[src/rtl/alu_pkg.sv]
// Shared definitions for the ALU result stage slice.
//  - ALU_WIDTH / ALU_RD_W : default datapath and destination-tag widths
//  - FLAG_* indices       : bit positions inside the 4-bit {N,Z,C,V} flag word
//  - alu_result_t         : one buffered result entry {s, rd, flags}
//  - skid_state_e         : occupancy of the 2-entry skid buffer
//  - derive_flags()       : NZCV derivation from an adder result
package alu_pkg;

    localparam int ALU_WIDTH = 64;
    localparam int ALU_RD_W  = 5;

    localparam int FLAG_N = 3;
    localparam int FLAG_Z = 2;
    localparam int FLAG_C = 1;
    localparam int FLAG_V = 0;

    typedef struct packed {
        logic [ALU_WIDTH-1:0] s;
        logic [ALU_RD_W-1:0]  rd;
        logic [3:0]           flags;
    } alu_result_t;

    typedef enum logic [1:0] {
        SKID_EMPTY = 2'd0,  // nothing held
        SKID_ONE   = 2'd1,  // head register valid, skid register empty
        SKID_FULL  = 2'd2   // head and skid registers both valid
    } skid_state_e;

    // C is the raw adder carry: for subtraction C=1 means "no borrow".
    function automatic logic [3:0] derive_flags(input logic [ALU_WIDTH-1:0] s,
                                                input logic                 carry,
                                                input logic                 overflow);
        logic [3:0] f;
        f         = '0;
        f[FLAG_N] = s[ALU_WIDTH-1];
        f[FLAG_Z] = (s == '0);
        f[FLAG_C] = carry;
        f[FLAG_V] = overflow;
        return f;
    endfunction

endpackage

[src/rtl/alu_result_stage_if.sv]
// Handshake bus between the adder, the result stage and the writeback consumer.
//  in_*  : adder -> stage (valid/ready, result, carry, overflow, tag, flag write)
//  out_* : stage -> consumer (valid/ready, result, tag, flags)
//  modport slave  : the result stage
//  modport master : the surrounding environment (adder + consumer)
interface alu_result_stage_if #(
    parameter int WIDTH = 64,
    parameter int RD_W  = 5
) ();

    logic             in_valid;
    logic             in_ready;
    logic [WIDTH-1:0] in_s;
    logic             in_carry;
    logic             in_overflow;
    logic [RD_W-1:0]  in_rd;
    logic             in_flag_we;

    logic             out_valid;
    logic             out_ready;
    logic [WIDTH-1:0] out_s;
    logic [RD_W-1:0]  out_rd;
    logic [3:0]       out_flags;

    modport slave (
        input  in_valid, in_s, in_carry, in_overflow, in_rd, in_flag_we,
        output in_ready,
        output out_valid, out_s, out_rd, out_flags,
        input  out_ready
    );

    modport master (
        output in_valid, in_s, in_carry, in_overflow, in_rd, in_flag_we,
        input  in_ready,
        input  out_valid, out_s, out_rd, out_flags,
        output out_ready
    );

endinterface

[src/rtl/alu_skid_buf.sv]
// 2-entry skid buffer over a packed entry type.
//  clk, rst   : clock, asynchronous active-high reset
//  in_valid   : upstream entry presented
//  in_ready   : registered; low only while both entries are occupied
//  in_data    : upstream entry
//  out_valid  : head entry valid
//  out_ready  : consumer takes head entry
//  out_data   : head entry, held stable while out_valid & !out_ready
// The head register always feeds out_data directly; the skid register only
// catches an entry that arrives while the head is stalled, and is promoted to
// the head on the next drain. Entries leave in strict arrival order.
module alu_skid_buf
    import alu_pkg::*;
#(
    parameter type T = alu_result_t
) (
    input  logic clk,
    input  logic rst,
    input  logic in_valid,
    output logic in_ready,
    input  T     in_data,
    output logic out_valid,
    input  logic out_ready,
    output T     out_data
);

    skid_state_e state_q, state_d;
    T            main_q, skid_q;
    logic        accept, drain;
    logic        load_main, load_skid, promote_skid;

    assign in_ready  = (state_q != SKID_FULL);
    assign out_valid = (state_q != SKID_EMPTY);
    assign out_data  = main_q;
    assign accept    = in_valid & in_ready;
    assign drain     = out_valid & out_ready;

    always_ff @(posedge clk or posedge rst) begin
        if (rst) begin
            state_q <= SKID_EMPTY;
        end else begin
            state_q <= state_d;
        end
    end

    always_comb begin
        state_d      = state_q;
        load_main    = 1'b0;
        load_skid    = 1'b0;
        promote_skid = 1'b0;
        case (state_q)
            SKID_EMPTY: begin
                if (accept) begin
                    load_main = 1'b1;
                    state_d   = SKID_ONE;
                end
            end
            SKID_ONE: begin
                if (accept && drain) begin
                    // Head leaves and is replaced on the same edge.
                    load_main = 1'b1;
                end else if (accept) begin
                    load_skid = 1'b1;
                    state_d   = SKID_FULL;
                end else if (drain) begin
                    state_d   = SKID_EMPTY;
                end
            end
            SKID_FULL: begin
                // in_ready is low here, so no new entry can arrive.
                if (out_ready) begin
                    promote_skid = 1'b1;
                    state_d      = SKID_ONE;
                end
            end
            default: begin
                state_d = SKID_EMPTY;
            end
        endcase
    end

    always_ff @(posedge clk or posedge rst) begin
        if (rst) begin
            main_q <= '0;
            skid_q <= '0;
        end else begin
            if (load_main) begin
                main_q <= in_data;
            end else if (promote_skid) begin
                main_q <= skid_q;
            end
            if (load_skid) begin
                skid_q <= in_data;
            end
        end
    end

endmodule

[src/rtl/alu_result_stage.sv]
// Registered output stage directly downstream of add_sub_64bit.
//  clk, rst    : clock, asynchronous active-high reset
//  bus         : alu_result_stage_if.slave (in_* from adder, out_* to writeback)
//  flags_q     : architectural {N,Z,C,V}, updated in issue order on flag writes
//  ovf_sticky  : set by any accepted flag-writing overflow op
//  sticky_clr  : clears ovf_sticky and ovf_cnt (a same-cycle overflow wins)
//  ovf_cnt     : saturating count of accepted flag-writing overflow ops
// Flags are derived at accept time and travel with the entry through the
// skid buffer, so flags_q never waits on the consumer.
module alu_result_stage
    import alu_pkg::*;
#(
    parameter int WIDTH = ALU_WIDTH,
    parameter int RD_W  = ALU_RD_W,
    parameter int CNT_W = 16
) (
    input  logic             clk,
    input  logic             rst,
    alu_result_stage_if.slave bus,
    output logic [3:0]       flags_q,
    output logic             ovf_sticky,
    input  logic             sticky_clr,
    output logic [CNT_W-1:0] ovf_cnt
);

    alu_result_t in_entry;
    alu_result_t out_entry;
    logic        accept;
    logic        ovf_evt;

    always_comb begin
        in_entry       = '0;
        in_entry.s     = bus.in_s;
        in_entry.rd    = bus.in_rd;
        in_entry.flags = derive_flags(bus.in_s, bus.in_carry, bus.in_overflow);
    end

    alu_skid_buf #(
        .T (alu_result_t)
    ) u_skid (
        .clk       (clk),
        .rst       (rst),
        .in_valid  (bus.in_valid),
        .in_ready  (bus.in_ready),
        .in_data   (in_entry),
        .out_valid (bus.out_valid),
        .out_ready (bus.out_ready),
        .out_data  (out_entry)
    );

    assign bus.out_s     = out_entry.s;
    assign bus.out_rd    = out_entry.rd;
    assign bus.out_flags = out_entry.flags;

    assign accept  = bus.in_valid & bus.in_ready;
    assign ovf_evt = accept & bus.in_flag_we & bus.in_overflow;

    always_ff @(posedge clk or posedge rst) begin
        if (rst) begin
            flags_q <= '0;
        end else if (accept && bus.in_flag_we) begin
            flags_q <= in_entry.flags;
        end
    end

    // An overflow in the same cycle as a clear counts as the first event
    // after the clear rather than being swallowed by it.
    always_ff @(posedge clk or posedge rst) begin
        if (rst) begin
            ovf_sticky <= 1'b0;
            ovf_cnt    <= '0;
        end else if (ovf_evt) begin
            ovf_sticky <= 1'b1;
            if (sticky_clr) begin
                ovf_cnt <= CNT_W'(1);
            end else if (ovf_cnt != '1) begin
                ovf_cnt <= ovf_cnt + CNT_W'(1);
            end
        end else if (sticky_clr) begin
            ovf_sticky <= 1'b0;
            ovf_cnt    <= '0;
        end
    end

endmodule

[src/flat_wrapper.sv]
// flat-port wrapper written by rule: the top's interface ports become plain ports
module alu_result_stage_flat import alu_pkg::*;
#(
    parameter int WIDTH = ALU_WIDTH,
    parameter int RD_W  = ALU_RD_W,
    parameter int CNT_W = 16
)
  (clk, rst, flags_q, ovf_sticky, sticky_clr, ovf_cnt, bus_in_valid, bus_in_s, bus_in_carry, bus_in_overflow, bus_in_rd, bus_in_flag_we, bus_in_ready, bus_out_valid, bus_out_s, bus_out_rd, bus_out_flags, bus_out_ready);
  alu_result_stage_if #(.WIDTH(WIDTH), .RD_W(RD_W)) bus_i ();
  input  logic clk;
  input  logic rst;
  output logic [3:0] flags_q;
  output logic ovf_sticky;
  input  logic sticky_clr;
  output logic [CNT_W-1:0] ovf_cnt;
  input wire logic [$bits(bus_i.in_valid)-1:0] bus_in_valid;
  input wire logic [$bits(bus_i.in_s)-1:0] bus_in_s;
  input wire logic [$bits(bus_i.in_carry)-1:0] bus_in_carry;
  input wire logic [$bits(bus_i.in_overflow)-1:0] bus_in_overflow;
  input wire logic [$bits(bus_i.in_rd)-1:0] bus_in_rd;
  input wire logic [$bits(bus_i.in_flag_we)-1:0] bus_in_flag_we;
  output wire logic [$bits(bus_i.in_ready)-1:0] bus_in_ready;
  output wire logic [$bits(bus_i.out_valid)-1:0] bus_out_valid;
  output wire logic [$bits(bus_i.out_s)-1:0] bus_out_s;
  output wire logic [$bits(bus_i.out_rd)-1:0] bus_out_rd;
  output wire logic [$bits(bus_i.out_flags)-1:0] bus_out_flags;
  input wire logic [$bits(bus_i.out_ready)-1:0] bus_out_ready;
  assign bus_i.in_valid = bus_in_valid;
  assign bus_i.in_s = bus_in_s;
  assign bus_i.in_carry = bus_in_carry;
  assign bus_i.in_overflow = bus_in_overflow;
  assign bus_i.in_rd = bus_in_rd;
  assign bus_i.in_flag_we = bus_in_flag_we;
  assign bus_in_ready = bus_i.in_ready;
  assign bus_out_valid = bus_i.out_valid;
  assign bus_out_s = bus_i.out_s;
  assign bus_out_rd = bus_i.out_rd;
  assign bus_out_flags = bus_i.out_flags;
  assign bus_i.out_ready = bus_out_ready;
  alu_result_stage #(.WIDTH(WIDTH), .RD_W(RD_W), .CNT_W(CNT_W)) u_core (.clk(clk), .rst(rst), .bus(bus_i), .flags_q(flags_q), .ovf_sticky(ovf_sticky), .sticky_clr(sticky_clr), .ovf_cnt(ovf_cnt));
endmodule
[config.mk]
export PLATFORM = sky130hd
export DESIGN_NAME = alu_result_stage_flat
export DESIGN_NICKNAME = d
export VERILOG_FILES = /design/src/rtl/alu_pkg.sv /design/src/rtl/alu_result_stage_if.sv /design/src/rtl/alu_skid_buf.sv /design/src/rtl/alu_result_stage.sv /design/src/flat_wrapper.sv
export SDC_FILE = /design/constraint.sdc
export NUM_CORES = 1
export LEC_CHECK = 0
export ABC_AREA = 1
export CAP_MARGIN = 15
export CORE_MARGIN = 1.5
export CORE_UTILIZATION = 60
export DETAILED_ROUTE_END_ITERATION = 16
export DONT_BUFFER_PORTS = 1
export GPL_TIMING_DRIVEN = 0
export HOLD_SLACK_MARGIN = 0.12
export PLACE_DENSITY = 0.83
export SLEW_MARGIN = 5
export SYNTH_ARGS = -nofsm -noshare
export SYNTH_HDL_FRONTEND = slang
export SYNTH_SLANG_ARGS = --single-unit
[constraint.sdc]
create_clock -name clk -period 16.2 [get_ports clk]
set_clock_uncertainty 0.15 [all_clocks]
set_input_delay 2.43 -clock clk [delete_from_list [all_inputs] [get_ports clk]]
set_output_delay 2.43 -clock clk [all_outputs]
set_load 0.02 [all_outputs]
# Word level (Yosys, flattened, before mapping)
# Index checks and enable logic that the tools add are counted.
[word_totals]
regBits = 169
latchBits = 0
ramBits = 0
romBits = 0
word_cells = 54
mem_count = 0
[op_classes]
n_addsub = 1
mul = 0
n_div = 0
magnitude_cmp = 0
n_eq_ne = 8
n_shift = 0
muxes = 21
bitwise = 4
reduce_logical = 10
[ops]
columns = ["cell", "count"]
rows = [
  ["73-bit 2-to-1 mux", 2],
  ["64-bit zero test", 1],
  ["16-bit 2-to-1 mux", 4],
  ["16-bit by 1-bit adder with 16-bit output (second input constant)", 1],
  ["16-bit inequality test (second input constant)", 1],
  ["2-bit 2-to-1 mux", 5],
  ["1-bit 2-to-1 mux", 8],
  ["2-bit nonzero test", 4],
  ["2-bit inequality test (second input constant)", 3],
  ["2-bit case mux with 3 select lines", 1],
  ["1-bit bitwise AND", 4],
  ["4-bit AND reduction", 1],
  ["3-bit by 2-bit inequality test with 1-bit output (second input constant)", 1],
  ["2-bit by 1-bit equality test with 1-bit output (second input constant)", 1],
  ["2-bit equality test (second input constant)", 1],
  ["1-bit logical AND", 2],
  ["2-bit zero test", 1],
  ["2-bit by 1-bit inequality test with 1-bit output (second input constant)", 1],
  ["1-bit case mux with 2 select lines", 1],
  ["2-bit AND reduction", 1],
]

# Longest topological paths before layout
# Gate-level depths: netlist of run 1.
[logic_depth]
depth_word = 6
ltp_mapped = 9

# Cells and area by module
# From an unflattened synthesis of run 1, not the netlist that was laid out.
[unflattened]
hier_cells = 1130
area_unflattened_um2 = 8593.2
[modules_own_cells]
columns = ["module", "n_inst", "cells_each", "area_per_inst_um2", "seq_area_each_um2"]
rows = [
  ["alu_skid_buf", 1, 885, 6984.2, 3703.6],
  ["alu_result_stage", 1, 245, 1609.0, 525.5],
]

# Least setup slack after synthesis of run 1
# Ideal clock, no wire load.
[synth_path]
path_kind = "input-to-reg"
start = "input port bus_in_valid"
end = "register u_core.u_skid.main_q, in the netlist u_core.u_skid.out_data[13]"
t_arrival_ns = 3.233
required_ns = 15.932
slack_ns = 12.698
stages = 7
n_path_buf = 1
path_cell_list = "inv_1 -> nor2_2 -> o21ai_4 -> nand2_4 -> buf_4 -> mux2i_1 -> inv_1"
[synth_via]
elab_chain_cells = 5
elab_cells_between_ends = 7
[synth_lines]
columns = ["item", "line", "text"]
rows = [
  ["from (decl)", "flat_wrapper.sv:16", "input wire logic [$bits(bus_i.in_valid)-1:0] bus_in_valid;"],
  ["1-bit bitwise AND (*)", "alu_skid_buf.sv:35", "assign accept = in_valid & in_ready;"],
  ["1-bit logical AND", "alu_skid_buf.sv:59", "if (accept && drain) begin"],
  ["1-bit 2-to-1 mux", "alu_skid_buf.sv:59", ""],
  ["1-bit case mux with 2 select lines (*)", "alu_skid_buf.sv:51", "case (state_q)"],
  ["73-bit 2-to-1 mux / 2-bit nonzero test (equally long branches)", "--", ""],
  ["to (signal assigned)", "alu_skid_buf.sv:88", "main_q <= in_data;"],
  ["to (signal assigned)", "alu_skid_buf.sv:90", "main_q <= skid_q;"],
  ["to (decl)", "alu_skid_buf.sv:28", "T main_q, skid_q;"],
]
# Mark *: on every way between the ends. The rest lies on a longest branch, timed or not.
# A chain may end at the register's enable or synchronous reset.

# Final worst setup path of run 1
[layout_path]
start = "register u_core.u_skid.state_q[1]"
end = "output port bus_out_valid"
[layout_via]
elab_chain_cells = 1
[layout_lines]
columns = ["item", "line", "text"]
rows = [
  ["from (decl)", "alu_skid_buf.sv:27", "skid_state_e state_q, state_d;"],
  ["from (signal assigned)", "alu_skid_buf.sv:42", "state_q <= state_d;"],
  ["2-bit nonzero test", "alu_skid_buf.sv:33", "assign out_valid = (state_q != SKID_EMPTY);"],
  ["to (decl)", "flat_wrapper.sv:23", "output wire logic [$bits(bus_i.out_valid)-1:0] bus_out_valid;"],
]
# Every way passes these cells.

==> flow_summary.yaml, run 1 <==
logic_synthesis:
  avgSynthCellArea_um2: 8.32
  ys_ff_latch: 167
  synth_cells: 924
  synth.distinct_cells: 29
  synth_area_leaders: "dfrtp_1, nand2_1, o21ai_0"
  yosysTopAreaCell: "dfrtp_1"
  syn_area_um2: 7690
  syn-num-nets: 1002
  yosys_warnings: 0
  synth_top_area_share_pct: 54.4
  synth_seq_area_share_pct: 54.4
critical_path:
  cp.arrival_ps: 1200
  cp.required_ps: 13620
  cp_max_fo: 5
  critical_path.slowest_cell: "dfrtp_1"
  r2r_cells: 9
  reg2reg_to: "u_core.ovf_cnt[9]"
  worst-path-buf-inv: 1
  cp_slowest_stage_delay_ps: 460
  reg2reg_from: "u_core.ovf_cnt[0]"
  worst-setup-path-type: "reg -> out"
  cp-start-kind: "register"
  path_cells: "inv_1, nand2_1"
  reg2reg_slack_ps: 14080
  critPathTopFamily: "flip-flops"
  critPathCaptureType: "output pin"
sta:
  period_share_pct: 23.3
  slew_viol_final: 0
  final_hold_viol_count: 0
  slew-limit-headroom_pct: 56.4
  rsz0062_at_grt: "no"
  setup_tns_ps: 0
  setup_ws_ps: 12420
  max_freq_mhz: 265
  hold_ws_ps: 325
  worstMarginPinSlew_ps: 654
  fin_crit_ps: 3780
  setup_viol: 0
worst_hold_path:
  hold_end: "u_core.u_skid.skid_q[32]"
  whs_path_depth: 2
  hold_path.startpoint: "u_core.u_skid.skid_q[32]"
  hp-class: "reg -> reg"
global_routing:
  grt_max_degree: 88
  first_global_vias: 6202
  antenna_found_initial: 0
  track_usage_pct: 31.8
  overflow: 0
  grt_pass1_wl_um: 31900
floorplan:
  die_h_um: 116
  die_x_um: 116
  core_um2: 12600
  io_pins: 173
  start_util_pct: 61.2
  die_area_um2: 13500
  num_rows: 41
layout:
  layout-drive-gt1-share_pct: 7.94
  antennaDiodeCount: 0
  nets: 1022
  mostFrequentLayoutCells: "nand2_1, dfrtp_1, o21ai_0"
  layoutNonFillerInstCount: 1129
  mostFrequentLayoutCell: "nand2_1"
  nFillCells: 1020
  syn_to_final_growth_pct: 11.2
power_and_ir_drop:
  clockPowerShare_pct: 31.7
  ir_drop_uv: 67.1
  powerDensity_nw_per_um2: 156
  p_sw_share_pct: 34.3
  power.switching_uw: 458
  p_leak_nw: 4.30
  p_total_mw: 1.33
  intPower_uw: 876
  p_comb_share_pct: 16.7
  seqPwrFrac_pct: 51.6
cts:
  cts-resized-gates: 0
  numCtsBuffers: 17
  cts_buffer_depth: 2
  cts-root-buf: "clkbuf_16"
  htree_levels: 4
  cts_hold_buf: 0
  clkLatencyLatePin_ps: 430
  clk_transition_reported_paths_ps: 60
  clkSinkCount: 167
  cts_tree: "done"
  post_cts_buffers: 0
placement:
  placed_cells: 1097
  port_buffers: 0
  gp_congestion: 0.898
  hpwl_um: 14300
  place_ws_ps: 12280
run_status:
  outcome: "complete, no violations"
routing:
  drtPass1Iterations: 7
  avgRoutedWirePerCell_um: 18.5
  viasPerCell: 5.65
  drc: 0
  wirelength_um: 20900
  dr_total_vias: 6383
  first_iter_violations: 825
  drtAntennaViolNets: 0
run:
  maxCapViolCount: 0
worst max path at each step:
stage	start	end	cells past startpoint
6_report	u_core.u_skid.state_q[1]	bus_out_valid	2
5_1_grt	u_core.u_skid.state_q[1]	bus_out_valid	2
4_1_cts	u_core.u_skid.state_q[1]	bus_out_valid	2
3_5_place_dp	bus_in_valid	u_core.u_skid.skid_q[27]	6
3_3_place_gp	rst	u_core.u_skid.out_data[32]	1
2_1_floorplan	rst	u_core.flags_q[0]	1
worst register-to-register path, cell delays in order, from the launching register on:
cell and delay [ps]:
dfrtp_1 510, ha_1 290, nand3_1 190, inv_1 120
nand2_1 110, nor2_1 60, o21ai_2 370, nand2_1 100
nand2_1 80, inv_1 40
registers in the layout, summed over array words and instances (netlist names):
name,cells
u_core.u_skid.out_data,72
u_core.u_skid.skid_q,72
u_core.ovf_cnt,16
u_core.flags_q,4
u_core.u_skid.state_q,2
u_core.ovf_sticky,1
logic make-up after synthesis:
logic type      count (synthesis)  share of synthesized area (%)
simple gates                  376                           20.0
flops                         167                           54.4
fa+ha+maj                       1                          0.163
buf+inv                       170                           9.20
compound gates                188                           13.4
mux                            20                           2.60
xor+xnor                        2                          0.228
power by group through the flow:
stage,Clock (mW),Sequential (mW),Combinational [mW]
floorplan,0,0.667,0.169
global placement,0,0.687,0.207
detailed placement,0,0.691,0.219
CTS,0.426,0.687,0.222
global route,0.443,0.702,0.254
finish,0.423,0.688,0.223
metal layers:
metal | vias up | share of wire (%) | global-route usage [%]
met5 | - | 0 | 0
met4 | 0 | 3.4 | 15.0
met3 | 55 | 9.4 | 9.19
met2 | 308 | 47 | 49.9
met1 | 3022 | 40 | 41.1
li1 | 2998 | - | -
Yosys cell counts:
master and instances:
a21oi_1 30, a21oi_2 1, buf_2 25, buf_4 4, buf_6 3, clkbuf_1 12
dfrtp_1 167, ha_1 1, inv_1 124, inv_2 2, mux2i_1 20, nand2_1 256
nand2_2 1, nand2_4 1, nand3_1 26, nand3_2 2, nand3_4 1, nand3b_1 2
nand4_1 18, nor2_1 67, nor2_2 1, o211ai_1 7, o21ai_0 132, o21ai_1 1
o21ai_2 1, o21ai_4 1, o221ai_1 15, or2_2 1, xor2_1 2
area by class of cell:
| type | instances | area (µm²) | share of cell area, % |
|---|---|---|---|
| flip-flops and latches | 167 | 4180 | 48.9 |
| multi-input cells | 587 | 2800 | 32.8 |
| inverters | 126 | 480 | 5.62 |
| clock buffers | 19 | 433 | 5.06 |
| plain buffers | 44 | 234 | 2.74 |
| well taps | 172 | 215 | 2.52 |
| clock inverters | 13 | 180 | 2.11 |
| repair buffers | 1 | 27.5 | 0.322 |
metrics by stage:
| stage | area (µm²) | util [%] |
|---|---|---|
| floorplan | 7690 | - |
| global placement | 7900 | 62.9 |
| detailed placement | 7940 | 63.2 |
| CTS | 8550 | 68.0 |
| global route | 8550 | 68.0 |
| finish | 8550 | 68.0 |
(Power assumes the default switching activity.)
==> run 2: changes to the inputs <==
--- a/config.mk
+++ b/config.mk
@@ -8,12 +8,12 @@
 export ABC_AREA = 1
 export CAP_MARGIN = 15
 export CORE_MARGIN = 1.5
-export CORE_UTILIZATION = 60
+export CORE_UTILIZATION = 57
 export DETAILED_ROUTE_END_ITERATION = 16
 export DONT_BUFFER_PORTS = 1
 export GPL_TIMING_DRIVEN = 0
 export HOLD_SLACK_MARGIN = 0.12
-export PLACE_DENSITY = 0.83
+export PLACE_DENSITY = 0.82
 export SLEW_MARGIN = 5
 export SYNTH_ARGS = -nofsm -noshare
 export SYNTH_HDL_FRONTEND = slang
==> constraint.sdc (replaced) <==
create_clock -name clk -period 3.4 [get_ports clk]
set_clock_uncertainty 0.15 [all_clocks]
set_input_delay 0.51 -clock clk [delete_from_list [all_inputs] [get_ports clk]]
set_output_delay 0.51 -clock clk [all_outputs]
set_load 0.02 [all_outputs]
==> flow_summary.yaml, run 2 (synthesis results as in run 1) <==
run_status:
  outcome: "complete, no violations"
sta:
  slew_viol_final: 0
  rsz0062_at_grt: "no"
  worstMarginPinSlew_ps: 639
  period_share_pct: 62.1
  final_hold_viol_count: 0
  max_freq_mhz: 474
  hold_ws_ps: 123
  fin_crit_ps: 2110
  setup_viol: 0
  slew-limit-headroom_pct: 57.4
placement:
  gp_congestion: 0.873
  hpwl_um: 14600
  port_buffers: 0
  placed_cells: 1104
critical_path:
  critPathCaptureType: "register"
  cp_max_fo: 10
  cp.required_ps: 3580
  worst-setup-path-type: "reg -> reg"
  path_cells: "ha_1, nand3_1, inv_1, nand2_1, nor2_1, o21ai_2, nand2_1, nand2_1, inv_1"
  cp-start-kind: "register"
  crit_top_cell: "nand2_1"
  worst-path-buf-inv: 2
  cp.arrival_ps: 2290
  cp_slowest_stage_delay_ps: 510
  critPathTopFamily: "simple AND/OR/NAND/NOR gates"
  critical_path.slowest_cell: "dfrtp_1"
layout:
  fin_util_pct: 68.8
  mostFrequentLayoutCell: "nand2_1"
  mostFrequentLayoutCells: "nand2_1, dfrtp_1, o21ai_0"
  syn_to_final_growth_pct: 18.1
  antennaDiodeCount: 0
  nFillCells: 1008
  layoutNonFillerInstCount: 1185
  nets: 1074
  layout-drive-gt1-share_pct: 7.93
routing:
  drtAntennaViolNets: 0
  wl_met3_um: 2020
  top_layer_used: "met4"
  viasPerCell: 5.72
  drtPass1Iterations: 6
  avgRoutedWirePerCell_um: 18.5
  wirelength_um: 21900
  met1_length_um: 8750
  met2_length_um: 10400
  first_iter_violations: 705
  dr_total_vias: 6779
  drc: 0
global_routing:
  overflow: 0
  track_usage_pct: 32.1
  antenna_found_initial: 0
  first_global_vias: 6730
  grt_max_degree: 41
  grt_pass1_wl_um: 34900
floorplan:
  die_area_um2: 14200
  start_util_pct: 58.3
  die_x_um: 119
  die_h_um: 119
  num_rows: 42
  core_um2: 13200
  io_pins: 173
cts:
  clk_transition_reported_paths_ps: 60
  cts_buffer_depth: 2
  cts-resized-gates: 0
  cts-root-buf: "clkbuf_16"
  post_cts_buffers: 0
  clkLatencyLatePin_ps: 440
  htree_levels: 4
  clkSinkCount: 167
  numCtsBuffers: 17
  cts_tree: "done"
power_and_ir_drop:
  p_total_mw: 6.39
  ir_drop_uv: 382
  powerDensity_nw_per_um2: 703
  p_leak_nw: 4.52
run:
  maxCapViolCount: 0
worst_hold_path:
  hp-class: "in -> reg"
-- run 2: layout make-up --
cell class | count | area (µm²) | area share [%]
Buffer | 44 | 234 | 2.58
Clock buffer | 19 | 443 | 4.88
Clock inverter | 13 | 155 | 1.71
Inverter | 126 | 477 | 5.25
Multi-Input combinational cell | 587 | 2800 | 30.9
Sequential cell | 167 | 4180 | 46.0
Tap cell | 176 | 220 | 2.43
Timing Repair Buffer | 53 | 571 | 6.28
-- run 2: power breakdown --
part           internal, mW  switching [mW]
sequential             2.55           0.730
combinational         0.438           0.680
clock                  1.17           0.816
-- run 2: through the flow --
step	cell area, µm²	worst slack, ps	setup TNS [ps]
final	9080	1290	0
after global routing	9080	1080	0
after CTS	9080	1310	0
after detailed placement	7990	1310	0
after global placement	7910	-303	-48730
after floorplan	7690	613	0
-- run 2: final timing paths --
check                                    startpoint                          to  slack (ps)  depth (start not counted)
setup / recovery                  u_core.ovf_cnt[0]          u_core.ovf_cnt[13]        1290                          9
hold / removal                         bus_in_s[62]    u_core.u_skid.skid_q[71]         120                          2
setup reg to reg                  u_core.ovf_cnt[0]          u_core.ovf_cnt[13]        1290                          9
hold reg to reg            u_core.u_skid.skid_q[18]    u_core.u_skid.skid_q[18]         330                          2
max in group asynchronous                       rst    u_core.u_skid.skid_q[26]        1850                          4
min in group asynchronous                       rst  u_core.u_skid.out_data[47]         420                          2
-- run 2: metal layers --
metal	up-vias	track usage, %
li1	3105	-
met1	3250	40.3
met2	357	51.8
met3	67	9.63
met4	0	13.6
met5	-	0
-- run 2: worst reg2reg max path, cell delays in order (launching register included) --
cell and delay [ps]:
dfrtp_1 510, ha_1 290, nand3_1 180, inv_1 120, nand2_1 100, nor2_1 60
o21ai_2 360, nand2_1 100, nand2_1 90, inv_1 40
-- run 2: timing repair --
item	4_1_cts	5_1_grt
setup endpoints to repair	0	0
hold buffers	49	0
endpoints found under the hold margin	95	0
==> run 3: changes to the inputs <==
--- a/config.mk
+++ b/config.mk
@@ -5,7 +5,7 @@
 export SDC_FILE = /design/constraint.sdc
 export NUM_CORES = 1
 export LEC_CHECK = 0
-export ABC_AREA = 1
+export ABC_AREA = 0
 export CAP_MARGIN = 15
 export CORE_MARGIN = 1.5
 export CORE_UTILIZATION = 57
==> constraint.sdc (replaced) <==
create_clock -name clk -period 1.8 [get_ports clk]
set_clock_uncertainty 0.15 [all_clocks]
set_input_delay 0.27 -clock clk [delete_from_list [all_inputs] [get_ports clk]]
set_output_delay 0.27 -clock clk [all_outputs]
set_load 0.02 [all_outputs]
==> flow_summary.yaml, run 3 <==
power_and_ir_drop:
  ir_drop_uv: 672
  powerDensity_nw_per_um2: 1320
  p_leak_nw: 4.40
floorplan:
  start_util_pct: 58.1
  die_h_um: 116
  die_area_um2: 13500
  die_x_um: 116
  core_um2: 12600
  num_rows: 41
  io_pins: 173
sta:
  fin_crit_ps: 2100
  max_freq_mhz: 477
  slew-limit-headroom_pct: 53.2
  final_hold_viol_count: 0
  period_share_pct: 117
  rsz0062_at_grt: "yes"
  setup_ws_ps: -298
  setup_viol: 16
  setup_tns_ps: -3080
  hold_ws_ps: 150
  worstMarginPinSlew_ps: 696
  slew_viol_final: 0
logic_synthesis:
  syn_area_um2: 7300
  synth-main-ff-cell: "dfrtp_1"
  ys_top_cells_by_count: "dfrtp_1, nand2_1, o21ai_0"
  yosysTopAreaCell: "dfrtp_1"
  synth-edff-count: 0
  yosysMostFrequentCell: "dfrtp_1"
  synth_top_area_share_pct: 57.2
  synth_cells: 617
  avgSynthCellArea_um2: 11.8
  yosys_warnings: 0
  synth_seq_area_share_pct: 57.2
  synth.distinct_cells: 35
  ys_ff_latch: 167
  synthArstFlopShare_pct: 100
  synth_area_leaders: "dfrtp_1, mux2_2, mux2i_1"
  syn-num-nets: 695
critical_path:
  reg2reg_slack_ps: -300
  r2r_cells: 7
  reg2reg_to: "u_core.ovf_cnt[13]"
  cp.required_ps: 1950
  cp_max_fo: 6
  reg2reg_from: "u_core.ovf_cnt[0]"
  cp-start-kind: "register"
  cp.arrival_ps: 2240
  worst-setup-path-type: "reg -> reg"
  critPathCaptureType: "register"
cts:
  cts-root-buf: "clkbuf_16"
  clkSinkCount: 167
  numCtsBuffers: 17
  cts_buffer_depth: 2
  cts_tree: "done"
  clkLatencyLatePin_ps: 430
  clk_transition_reported_paths_ps: 70
  htree_levels: 4
placement:
  port_buffers: 0
  placed_cells: 793
  hpwl_um: 12700
  gp_congestion: 0.790
  place_area_um2: 7600
global_routing:
  grt_pass1_wl_um: 32300
  track_usage_pct: 31.9
  overflow: 0
  antenna_found_initial: 0
  grt_max_degree: 44
  first_global_vias: 6037
routing:
  drtAntennaViolNets: 0
  top_layer_used: "met4"
  met1_length_um: 8240
  viasPerCell: 6.39
  avgRoutedWirePerCell_um: 24.0
  first_iter_violations: 460
  met2_length_um: 11100
  dr_total_vias: 5881
  wirelength_um: 22100
  drtPass1Iterations: 6
  wl_met3_um: 1800
  drc: 0
layout:
  multi_input_area_um2: 3170
  mostFrequentLayoutCell: "dfrtp_1"
  nFillCells: 718
  antennaDiodeCount: 0
  final-seq-area_um2: 4200
  mostFrequentLayoutCells: "dfrtp_1, dlygate4sd3_1, nand2_1"
  syn_to_final_growth_pct: 31.1
  layout-drive-gt1-share_pct: 27.9
  fin_util_pct: 76.2
  nets: 814
  fin_area_um2: 9570
  layoutNonFillerInstCount: 920
run_status:
  violations: "negative setup slack"
  outcome: "finished with violations"
worst_hold_path:
  hp-class: "in -> async"
run:
  maxCapViolCount: 0
run 3: cell type report:
| cell class | count | area share [%] |
|---|---|---|
| tap | 172 | 2.25 |
| sequential | 167 | 43.9 |
| inverter | 5 | 0.261 |
| clock buffer | 19 | 4.73 |
| timing repair buffer | 101 | 10.7 |
| clock inverter | 12 | 2.34 |
| multi-input combinational | 409 | 33.1 |
| buffer | 35 | 2.73 |
run 3: worst max-delay path: stages, from the launching register on:
cell	delay [ps]
dfrtp_2	530
ha_4	190
and3_4	200
and4_4	280
buf_6	140
buf_4	140
nor4_4	40
nor3_1	300
run 3: kinds of logic after synthesis:
| group | count (synthesis) | synth area share (%) |
|---|---|---|
| adder cells (fa/ha/maj) | 1 | 0.171 |
| flip-flops | 167 | 57.2 |
| AO/OA/AOI/OAI | 105 | 7.83 |
| multiplexers | 150 | 21.9 |
| buffers and inverters | 41 | 2.59 |
| AND/OR/NAND/NOR | 153 | 10.3 |
run 3: how the worst max path moves through the flow:
| stage | start | to | cells past startpoint |
|---|---|---|---|
| final | u_core.ovf_cnt[0] | u_core.ovf_cnt[13] | 7 |
| after global routing | u_core.ovf_cnt[13] | u_core.ovf_cnt[13] | 6 |
| after CTS | u_core.ovf_cnt[1] | u_core.ovf_cnt[3] | 6 |
| after detailed placement | u_core.u_skid.state_q[1] | u_core.u_skid.skid_q[1] | 4 |
| after global placement | rst | u_core.u_skid.out_data[68] | 1 |
| after floorplan | rst | u_core.flags_q[0] | 1 |
run 3: power by group:
part / switching (mW) / internal, mW / total [mW] / leakage, nW
logic: 0.991 / 1.13 / 2.13 / 2.04
clock network: 1.53 / 2.67 / 4.20 / 0.329
registers: 1.40 / 4.89 / 6.29 / 2.03
run 3: layer usage:
layer / vias to the layer above / global-route usage, %
li1: 2471 / -
met3: 95 / 9.08
met2: 347 / 54.4
met5: - / 0
met4: 0 / 16.3
met1: 2968 / 37.1
run 3: metrics by stage:
stage | setup WS (ps) | power [mW]
CTS | -158 | 12.4
global route | -363 | 13.1
global placement | -1440 | 7.81
detailed placement | -583 | 8.05
floorplan | -747 | 7.44
finish | -298 | 12.6
run 3: timing repair:
action                     CTS  global route
setup buffers               14             4
pin swaps                    9             5
resized for setup           62            46
hold endpoints to repair   243             9
hold buffers                76             3
setup endpoints to repair  159           153
